==> src/rtl/model_write_vector_stream_if.sv <==
// Bus bundle for the buffered DNC write-vector stream: run control,
// upstream element input and downstream tagged element output.
//
// Handshake semantics (both sides are enable/stall pairs):
//   An input element transfers on a rising edge where V_IN_ENABLE=1 and
//   V_IN_STALL=0; while V_IN_STALL=1 the producer must hold V_IN and any
//   asserted V_IN_ENABLE is ignored. An output element is presented for
//   exactly the one cycle V_OUT_ENABLE=1; V_OUT_STALL=1 at an edge only
//   blocks the pop at that edge and never withdraws a presented element.
interface model_write_vector_stream_if #(
  parameter int DATA_SIZE    = 64,
  parameter int CONTROL_SIZE = 64
);
  logic                    START;
  logic                    READY;
  logic [DATA_SIZE-1:0]    SIZE_W_IN;
  logic [DATA_SIZE-1:0]    V_IN;
  logic                    V_IN_ENABLE;
  logic                    V_IN_STALL;
  logic [DATA_SIZE-1:0]    V_OUT;
  logic                    V_OUT_ENABLE;
  logic                    V_OUT_STALL;
  logic [CONTROL_SIZE-1:0] V_OUT_I;
  logic [CONTROL_SIZE-1:0] V_OUT_K;
  logic [1:0]              STATE_DBG;

  // Producer / consumer side (the environment around the stage)
  modport master (
    output START, SIZE_W_IN, V_IN, V_IN_ENABLE, V_OUT_STALL,
    input  READY, V_IN_STALL, V_OUT, V_OUT_ENABLE, V_OUT_I, V_OUT_K, STATE_DBG
  );

  // The stream stage itself
  modport slave (
    input  START, SIZE_W_IN, V_IN, V_IN_ENABLE, V_OUT_STALL,
    output READY, V_IN_STALL, V_OUT, V_OUT_ENABLE, V_OUT_I, V_OUT_K, STATE_DBG
  );
endinterface

==> src/rtl/model_write_vector_stream.sv <==
// Buffered write-vector stream for HEADS write heads of SIZE_W_IN elements.
// Input elements are counted by (head, element), pushed into a small FIFO,
// and popped to a registered output tagged with their own (head, element).
// The output side runs independently of the control FSM.
module model_write_vector_stream #(
  parameter int DATA_SIZE    = 64,
  parameter int CONTROL_SIZE = 64,
  parameter int HEADS        = 4,
  parameter int FIFO_DEPTH   = 8
) (
  input logic                     CLK,
  input logic                     RST,
  model_write_vector_stream_if.slave bus
);

  localparam int AW = $clog2(FIFO_DEPTH);

  localparam logic [1:0] ST_IDLE  = 2'd0;
  localparam logic [1:0] ST_RUN   = 2'd1;
  localparam logic [1:0] ST_DRAIN = 2'd2;

  localparam logic [CONTROL_SIZE-1:0] HEADS_M1 = CONTROL_SIZE'(HEADS - 1);
  localparam logic [AW:0]             FULL_CNT = (AW + 1)'(FIFO_DEPTH);

  logic [1:0]              state;
  logic                    ready_q;
  logic [CONTROL_SIZE-1:0] size_w;
  logic [CONTROL_SIZE-1:0] size_m1;
  logic [CONTROL_SIZE-1:0] in_i, in_k;
  logic [CONTROL_SIZE-1:0] out_i, out_k;

  logic [DATA_SIZE-1:0]    mem [FIFO_DEPTH];
  logic [AW-1:0]           wr_ptr, rd_ptr;
  logic [AW:0]             count;

  logic [DATA_SIZE-1:0]    v_out_q;
  logic                    v_out_en_q;
  logic [CONTROL_SIZE-1:0] v_out_i_q, v_out_k_q;

  logic                    in_stall;
  logic                    push, pop, start_accept;
  logic                    in_last_k, out_last_k;

  // Last-element compare value, taken at control width
  assign size_m1    = size_w - CONTROL_SIZE'(1);
  assign in_last_k  = (in_k == size_m1);
  assign out_last_k = (out_k == size_m1);

  // Stall from registered state/count only, so a push can never hit a full FIFO
  assign in_stall     = RST || (state != ST_RUN) || (count == FULL_CNT);
  assign push         = bus.V_IN_ENABLE && !in_stall;
  assign pop          = (count != '0) && !bus.V_OUT_STALL;
  assign start_accept = (state == ST_IDLE) && bus.START;

  // Control FSM: run latch, input counters, completion pulse
  always_ff @(posedge CLK) begin
    if (RST) begin
      state   <= ST_IDLE;
      ready_q <= 1'b0;
      size_w  <= '0;
      in_i    <= '0;
      in_k    <= '0;
    end else begin
      ready_q <= 1'b0;
      case (state)
        ST_IDLE: begin
          if (bus.START) begin
            size_w <= CONTROL_SIZE'(bus.SIZE_W_IN);
            in_i   <= '0;
            in_k   <= '0;
            if (bus.SIZE_W_IN == '0) ready_q <= 1'b1;
            else                     state   <= ST_RUN;
          end
        end
        ST_RUN: begin
          if (push) begin
            if (in_last_k) begin
              in_k <= '0;
              in_i <= in_i + CONTROL_SIZE'(1);
              if (in_i == HEADS_M1) state <= ST_DRAIN;
            end else begin
              in_k <= in_k + CONTROL_SIZE'(1);
            end
          end
        end
        ST_DRAIN: begin
          // Every element is in the FIFO by now, so empty means all were output
          if (count == '0) begin
            ready_q <= 1'b1;
            state   <= ST_IDLE;
          end
        end
        default: state <= ST_IDLE;
      endcase
    end
  end

  // FIFO pointers and occupancy; simultaneous push and pop leave count unchanged
  always_ff @(posedge CLK) begin
    if (RST) begin
      wr_ptr <= '0;
      rd_ptr <= '0;
      count  <= '0;
    end else begin
      if (push) wr_ptr <= wr_ptr + AW'(1);
      if (pop)  rd_ptr <= rd_ptr + AW'(1);
      case ({push, pop})
        2'b10:   count <= count + (AW + 1)'(1);
        2'b01:   count <= count - (AW + 1)'(1);
        default: count <= count;
      endcase
    end
  end

  // FIFO storage; contents need no reset because count gates every read
  always_ff @(posedge CLK) begin
    if (push) mem[wr_ptr] <= bus.V_IN;
  end

  // Output register and output counters, independent of the FSM state
  always_ff @(posedge CLK) begin
    if (RST) begin
      v_out_q    <= '0;
      v_out_en_q <= 1'b0;
      v_out_i_q  <= '0;
      v_out_k_q  <= '0;
      out_i      <= '0;
      out_k      <= '0;
    end else begin
      v_out_en_q <= pop;
      if (pop) begin
        v_out_q   <= mem[rd_ptr];
        v_out_i_q <= out_i;
        v_out_k_q <= out_k;
        if (out_last_k) begin
          out_k <= '0;
          out_i <= out_i + CONTROL_SIZE'(1);
        end else begin
          out_k <= out_k + CONTROL_SIZE'(1);
        end
      end else if (start_accept) begin
        // FIFO is always empty in IDLE, so this never competes with a pop
        out_i <= '0;
        out_k <= '0;
      end
    end
  end

  assign bus.V_IN_STALL   = in_stall;
  assign bus.READY        = ready_q;
  assign bus.V_OUT        = v_out_q;
  assign bus.V_OUT_ENABLE = v_out_en_q;
  assign bus.V_OUT_I      = v_out_i_q;
  assign bus.V_OUT_K      = v_out_k_q;
  assign bus.STATE_DBG    = state;

endmodule

==> src/flat_wrapper.sv <==
// flat-port wrapper written by rule: the top's interface ports become plain ports
module model_write_vector_stream_flat 
#(
  parameter int DATA_SIZE    = 64,
  parameter int CONTROL_SIZE = 64,
  parameter int HEADS        = 4,
  parameter int FIFO_DEPTH   = 8
)
  (CLK, RST, bus_START, bus_SIZE_W_IN, bus_V_IN, bus_V_IN_ENABLE, bus_V_OUT_STALL, bus_READY, bus_V_IN_STALL, bus_V_OUT, bus_V_OUT_ENABLE, bus_V_OUT_I, bus_V_OUT_K, bus_STATE_DBG);
  model_write_vector_stream_if #(.DATA_SIZE(DATA_SIZE), .CONTROL_SIZE(CONTROL_SIZE)) bus_i ();
  input logic CLK;
  input logic RST;
  input wire logic [$bits(bus_i.START)-1:0] bus_START;
  input wire logic [$bits(bus_i.SIZE_W_IN)-1:0] bus_SIZE_W_IN;
  input wire logic [$bits(bus_i.V_IN)-1:0] bus_V_IN;
  input wire logic [$bits(bus_i.V_IN_ENABLE)-1:0] bus_V_IN_ENABLE;
  input wire logic [$bits(bus_i.V_OUT_STALL)-1:0] bus_V_OUT_STALL;
  output wire logic [$bits(bus_i.READY)-1:0] bus_READY;
  output wire logic [$bits(bus_i.V_IN_STALL)-1:0] bus_V_IN_STALL;
  output wire logic [$bits(bus_i.V_OUT)-1:0] bus_V_OUT;
  output wire logic [$bits(bus_i.V_OUT_ENABLE)-1:0] bus_V_OUT_ENABLE;
  output wire logic [$bits(bus_i.V_OUT_I)-1:0] bus_V_OUT_I;
  output wire logic [$bits(bus_i.V_OUT_K)-1:0] bus_V_OUT_K;
  output wire logic [$bits(bus_i.STATE_DBG)-1:0] bus_STATE_DBG;
  assign bus_i.START = bus_START;
  assign bus_i.SIZE_W_IN = bus_SIZE_W_IN;
  assign bus_i.V_IN = bus_V_IN;
  assign bus_i.V_IN_ENABLE = bus_V_IN_ENABLE;
  assign bus_i.V_OUT_STALL = bus_V_OUT_STALL;
  assign bus_READY = bus_i.READY;
  assign bus_V_IN_STALL = bus_i.V_IN_STALL;
  assign bus_V_OUT = bus_i.V_OUT;
  assign bus_V_OUT_ENABLE = bus_i.V_OUT_ENABLE;
  assign bus_V_OUT_I = bus_i.V_OUT_I;
  assign bus_V_OUT_K = bus_i.V_OUT_K;
  assign bus_STATE_DBG = bus_i.STATE_DBG;
  model_write_vector_stream #(.DATA_SIZE(DATA_SIZE), .CONTROL_SIZE(CONTROL_SIZE), .HEADS(HEADS), .FIFO_DEPTH(FIFO_DEPTH)) u_core (.CLK(CLK), .RST(RST), .bus(bus_i));
endmodule
==> config.mk <==
export PLATFORM = sky130hd
export DESIGN_NAME = model_write_vector_stream_flat
export DESIGN_NICKNAME = d
export VERILOG_FILES = /design/src/rtl/model_write_vector_stream_if.sv /design/src/rtl/model_write_vector_stream.sv /design/src/flat_wrapper.sv
export SDC_FILE = /design/constraint.sdc
export NUM_CORES = 2
export LEC_CHECK = 0
export ABC_CLOCK_PERIOD_IN_PS = 18900
export CORE_ASPECT_RATIO = 1.75
export CORE_MARGIN = 2
export CORE_UTILIZATION = 60
export CTS_CLUSTER_DIAMETER = 50
export DETAILED_ROUTE_END_ITERATION = 10
export PLACE_DENSITY = 0.81
export SLEW_MARGIN = 10
export SYNTH_ARGS = -nofsm -noshare
export SYNTH_HDL_FRONTEND = slang
export SYNTH_SLANG_ARGS = --single-unit
export TNS_END_PERCENT = 20
==> constraint.sdc <==
create_clock -name CLK -period 18.9 [get_ports CLK]
set_input_delay 3.78 -clock CLK [delete_from_list [all_inputs] [get_ports CLK]]
set_output_delay 3.78 -clock CLK [all_outputs]
set_load 0.02 [all_outputs]
Word level (Yosys, flattened, before mapping). Memory sizes are Yosys's and may differ from the RTL's. A register that Yosys moved wholly into a read port is not among the register bits. Cells that the tools add are included.

Memories kept: 1. Output and inout bits: 197. Bits in writable memories: 512. Register bits after elaboration: 462.

Memory list: u_core.mem (depth 8, width 64, rd ports 1, clocked after memory_dff 1, wr ports 1, RTL line model_write_vector_stream.sv:32) `logic [DATA_SIZE-1:0] mem [FIFO_DEPTH];`.

Equality and inequality tests: 16. Add/subtract/negate cells: 9. Reductions and logical operators: 19. Muxes and demuxes: 26.

Operators with widths (count): two-way mux 64 bit (10); adder 64 x 1 -> 64 bit, second input constant (4); case mux 64 bit (2 select lines) (2); equality test 64 bit (2); equality test 64 x 2 -> 1 bit, second input constant (1); zero test 64 bit (1); subtractor 64 x 1 -> 64 bit, second input constant (1); two-way mux 2 bit (6); != test 2 x 1 -> 1 bit, second input constant (5); case mux 4 bit (2 select lines) (1); adder 3 x 1 -> 3 bit, second input constant (2); != test 2 bit, second input constant (3); case mux 2 bit (3 select lines) (1); AND reduction 6 bit (1); nonzero test 2 bit (3); two-way mux 1 bit (5); adder 4 x 1 -> 4 bit, second input constant (1); equality test 2 x 1 -> 1 bit, second input constant (2); equality test 2 bit, second input constant (2); equality test 4 bit, second input constant (1); zero test 4 bit (1); AND reduction 2 bit (2); AND reduction 4 bit (1); nonzero test 4 bit (1); other kinds (7) (11).

Longest topological paths before layout.
Word-level depth: 7. Depth in mapped cells: 18. Mapped depth without buffers: 13.

Least setup slack after synthesis. Ideal clock, no wire load.

Kind: input port to flip-flop. From: input port RST. To: memory u_core.mem[4][0] (enable). Setup slack: 6980 ps. Library setup time: 666 ps. Arrival time: 11254 ps. Stages on the path: 6. Path through: nor2_1 and3_1 and2_1 clkbuf_1 clkinv_1 nor4b_1.

Word-level cells in the longest chain between the ends: 6.

Ends and longest elaborated chain: from (decl) (RTL line flat_wrapper.sv:12) `input logic RST;`; logical OR 1 bit (2 in series) (RTL line model_write_vector_stream.sv:50) `assign in_stall = RST || (state != ST_RUN) || (count == FULL_CNT);`; zero test 1 bit (RTL line model_write_vector_stream.sv:51) `assign push = bus.V_IN_ENABLE && !in_stall;`; logical AND 1 bit (RTL line model_write_vector_stream.sv:51); two-way mux 1 bit (RTL line model_write_vector_stream.sv:117) `if (push) mem[wr_ptr] <= bus.V_IN;`; two-way mux 1 bit (implied by the code) (RTL line model_write_vector_stream.sv:117); to (decl) (RTL line model_write_vector_stream.sv:32).

No other way between the ends.

Worst setup path after layout.
From: input port RST. To: output port bus_V_IN_STALL.

Word-level cells in the longest chain between the ends: 2.

Ends and longest elaborated chain: logical OR 1 bit (2 in series) (RTL line model_write_vector_stream.sv:50); to (decl) (RTL line flat_wrapper.sv:19) `output wire logic [$bits(bus_i.V_IN_STALL)-1:0] bus_V_IN_STALL;`.

No other way between the ends.

==> flow_summary.toml <==
[outcome]
outcome = "completed"

[clock_network]
cts.repair.resized = 0
cts_hold_buffers = 0
clock_latency_ns = 0.72
cts_buffers = 89
htree_levels = 3
cts_tree = "done"
clk_path_buf_depth = 3
clk_pin_slew_ns = 0.06
cts_num_sinks = 1038
clockRootBuffer = "clkbuf_16"
post_cts_buffers = 0

[route]
vias = 35080
vias_per_cell = 6.495
drc = 0
wl_um = 144000
antenna_left = 0
first_iter_violations = 3653
wire_per_inst_um = 26.66
drt_first_pass_iters = 5

[setup_path]
max_stage_delay_ns = 0.59
start_kind = "input pin"
required_ns = 15.12
arrival_ns = 5.35
r2r_start = "u_core.size_w[6]"
critPathKind = "input pin to primary output"
rrSetupSlack_ns = 12.34
cp-startpoint = "RST"
path_cells = "buf_8 -> nor2_1 -> and3_1 -> inv_1 -> clkdlybuf4s50_1"
cp_slowest_cell = "clkdlybuf4s50_1"
end_kind = "primary output"
cp_max_fo = 103

[yosys]
muxShareOfSynthArea = 0.07987
async_flop_share = 0
ys_types = 95
synth.area.top_cells = "edfxtp_1 34%, dfxtp_1 23%, mux4_2 6.3%"
synthAdderAreaFrac = 0.003177
ys_seq_elements = 1038
synth_top_area_frac = 0.3366
postSynthAreaPerCell_um2 = 11.06
yosys_warnings = 0
synth_area_leader_cell = "edfxtp_1"
synth_top_family_by_area = "simple AND/OR/NAND/NOR gates"
ys.flop_type = "dfxtp_1"
synthSimpleGateAreaFrac = 0.1694
synth_cells = 4131
synth_compound_area_frac = 0.1024
synth_nets = 4275
synth-edff-count = 512
netlist_area_um2 = 45680
synthTopCellsByCount = "561 x nand2_1, 526 x dfxtp_1, 512 x edfxtp_1"
synthXorXnorAreaFrac = 0.04648
synth_seq_area_share = 0.5671
yosysMostFrequentCell = "nand2_1"

[job]
max-cap-violations = 0

[grt]
antenna_found_initial = 9
grt_busiest_layer = "met2"
overflow = 0
grt_max_degree = 127
grt_use_met1 = 0.4072
met2_usage = 0.6170
use_met3 = 0.1049
track_usage = 0.3718
grt_pass1_wl_um = 214500
grt_pass1_vias = 34130

[power_and_ir_drop]
seq_power_share = 0.467
p_leak_nw = 16.63
power.switching_mw = 1.618
p_sw_frac = 0.2960
intPower_mw = 3.848
combPwrFrac = 0.190
p_per_area_nw_per_um2 = 103.9
pwr-share-clk = 0.343
ir_drop_uv = 114.8

[timing]
rsz0062_at_grt = "no"
fmax_ghz = 0.1095
hold_violations = 0
tightest_slew_ns = 1.292
finClkSkew_ns = 0.03441
slew_headroom = 0.1310
finalCriticalPeriod_ns = 9.133
setup-tns-final_ns = 0
period_share = 0.4832
finalSetupViolCount = 0
drv_slew = 0

[floorplanning]
die_x_um = 212.6
initial_core_util = 0.6073
fp.coreArea_um2 = 75220
rows = 133
chipHeight_um = 369.0
ios = 330
die_area_um2 = 78440

[cells_and_area]
drive_above_1_share = 0.09300
final_nets = 4461
nFillCells = 5300
synthToLayoutAreaGrowth_pct = 15.22
fin_area_um2 = 52630
fin_cells = 5401

[placed_design]
dpl.cell_count = 5236
dp_hpwl_um = 94290
dpl_cell_area_um2 = 49640
finalWeightedCongestion = 1.031
port_buffers = 329

[hold_path]
hold_path_class = "flop to flop"
hold_start = "u_core.bus.V_OUT_I[50]"
[cell usage in the layout (no fill, tap or decap), types with 92 or more instances in the layout]
cell type	synthesis	final
mux4_2	128	128
o21ai_0	92	92
xnor2_1	128	128
nand3_1	125	125
nand2_1	561	560
nor2_1	262	260
edfxtp_1	512	512
clkdlybuf4s50_1	0	328
a21oi_1	323	323
dfxtp_1	526	523
[logic make-up (layout without fill, tap and decap cells)]
logic type,after synthesis,in the layout
multiplexers,204,204
adder cells (fa/ha/maj),11,11
flip-flops,1038,1038
other,0,2
AND/OR/NAND/NOR,1539,1539
buffers and inverters,367,623
AO/OA/AOI/OAI,747,747
XOR/XNOR,225,225
[power groups by stage]
stage	Combinational [mW]	Clock, mW	Sequential [mW]
detailed placement	1.00	0	2.59
global placement	0.978	0	2.59
CTS	1.02	1.89	2.55
finish	1.04	1.88	2.55
floorplan	0.626	0	2.59
global route	1.10	1.97	2.56
[critical path, delay by kind of cell]
family	cells	cell delay, ns
and+or+nand+nor	2	0.39
buffers and inverters	3	1.16
[final cells by class]
class                      count  area, µm²  share of cell area
clock buffer                 111       2390             0.04541
clock inverter                50      566.8             0.01077
inverter                      66      255.2            0.004850
tap                         1012       1266             0.02406
multi-input combinational   2726      18430              0.3502
sequential                  1038      25920              0.4924
antenna                        2      5.005          0.00009509
timing repair buffer         396       3801             0.07222
[flip-flops by register name, indices dropped and copies added (netlist names)]
register	cells
u_core.mem	512
u_core.bus.V_OUT_I	64
u_core.size_w	64
u_core.in_i	64
u_core.out_k	64
u_core.bus.V_OUT_ENABLE	1
u_core.wr_ptr	3
u_core.bus.STATE_DBG	2
u_core.bus.V_OUT_K	64
u_core.in_k	64
u_core.count	4
u_core.rd_ptr	3
u_core.bus.V_OUT	64
u_core.out_i	64
u_core.bus.READY	1
[per-stage QoR]
stage / setup WS (ns) / util / hold slack (ns) / total power [mW]
6_report: 9.767 / 0.6997 / 0.4527 / 5.466
5_1_grt: 9.696 / 0.6996 / 0.4681 / 5.630
4_1_cts: 9.744 / 0.6992 / 0.4543 / 5.460
3_5_place_dp: 9.735 / 0.6599 / 0.4453 / 3.593
3_3_place_gp: 9.778 / 0.6599 / 0.4416 / 3.568
2_1_floorplan: 6.980 / - / 0.4371 / 3.212
[worst paths after layout]
path,endpoint,depth (start not counted)
max,bus_V_IN_STALL,5
max reg2reg,u_core.out_i[51],12
min reg2reg,u_core.bus.V_OUT_I[50],2
min,u_core.bus.V_OUT_I[50],2
[metal layers]
metal,share of wire,vias up,routed length [µm]
li1,-,15660,-
met1,0.33,17030,48060
met2,0.49,1876,70760
met3,0.093,506,13370
met4,0.081,12,11720
met5,0.00052,-,75
(Power assumes the default switching activity.)
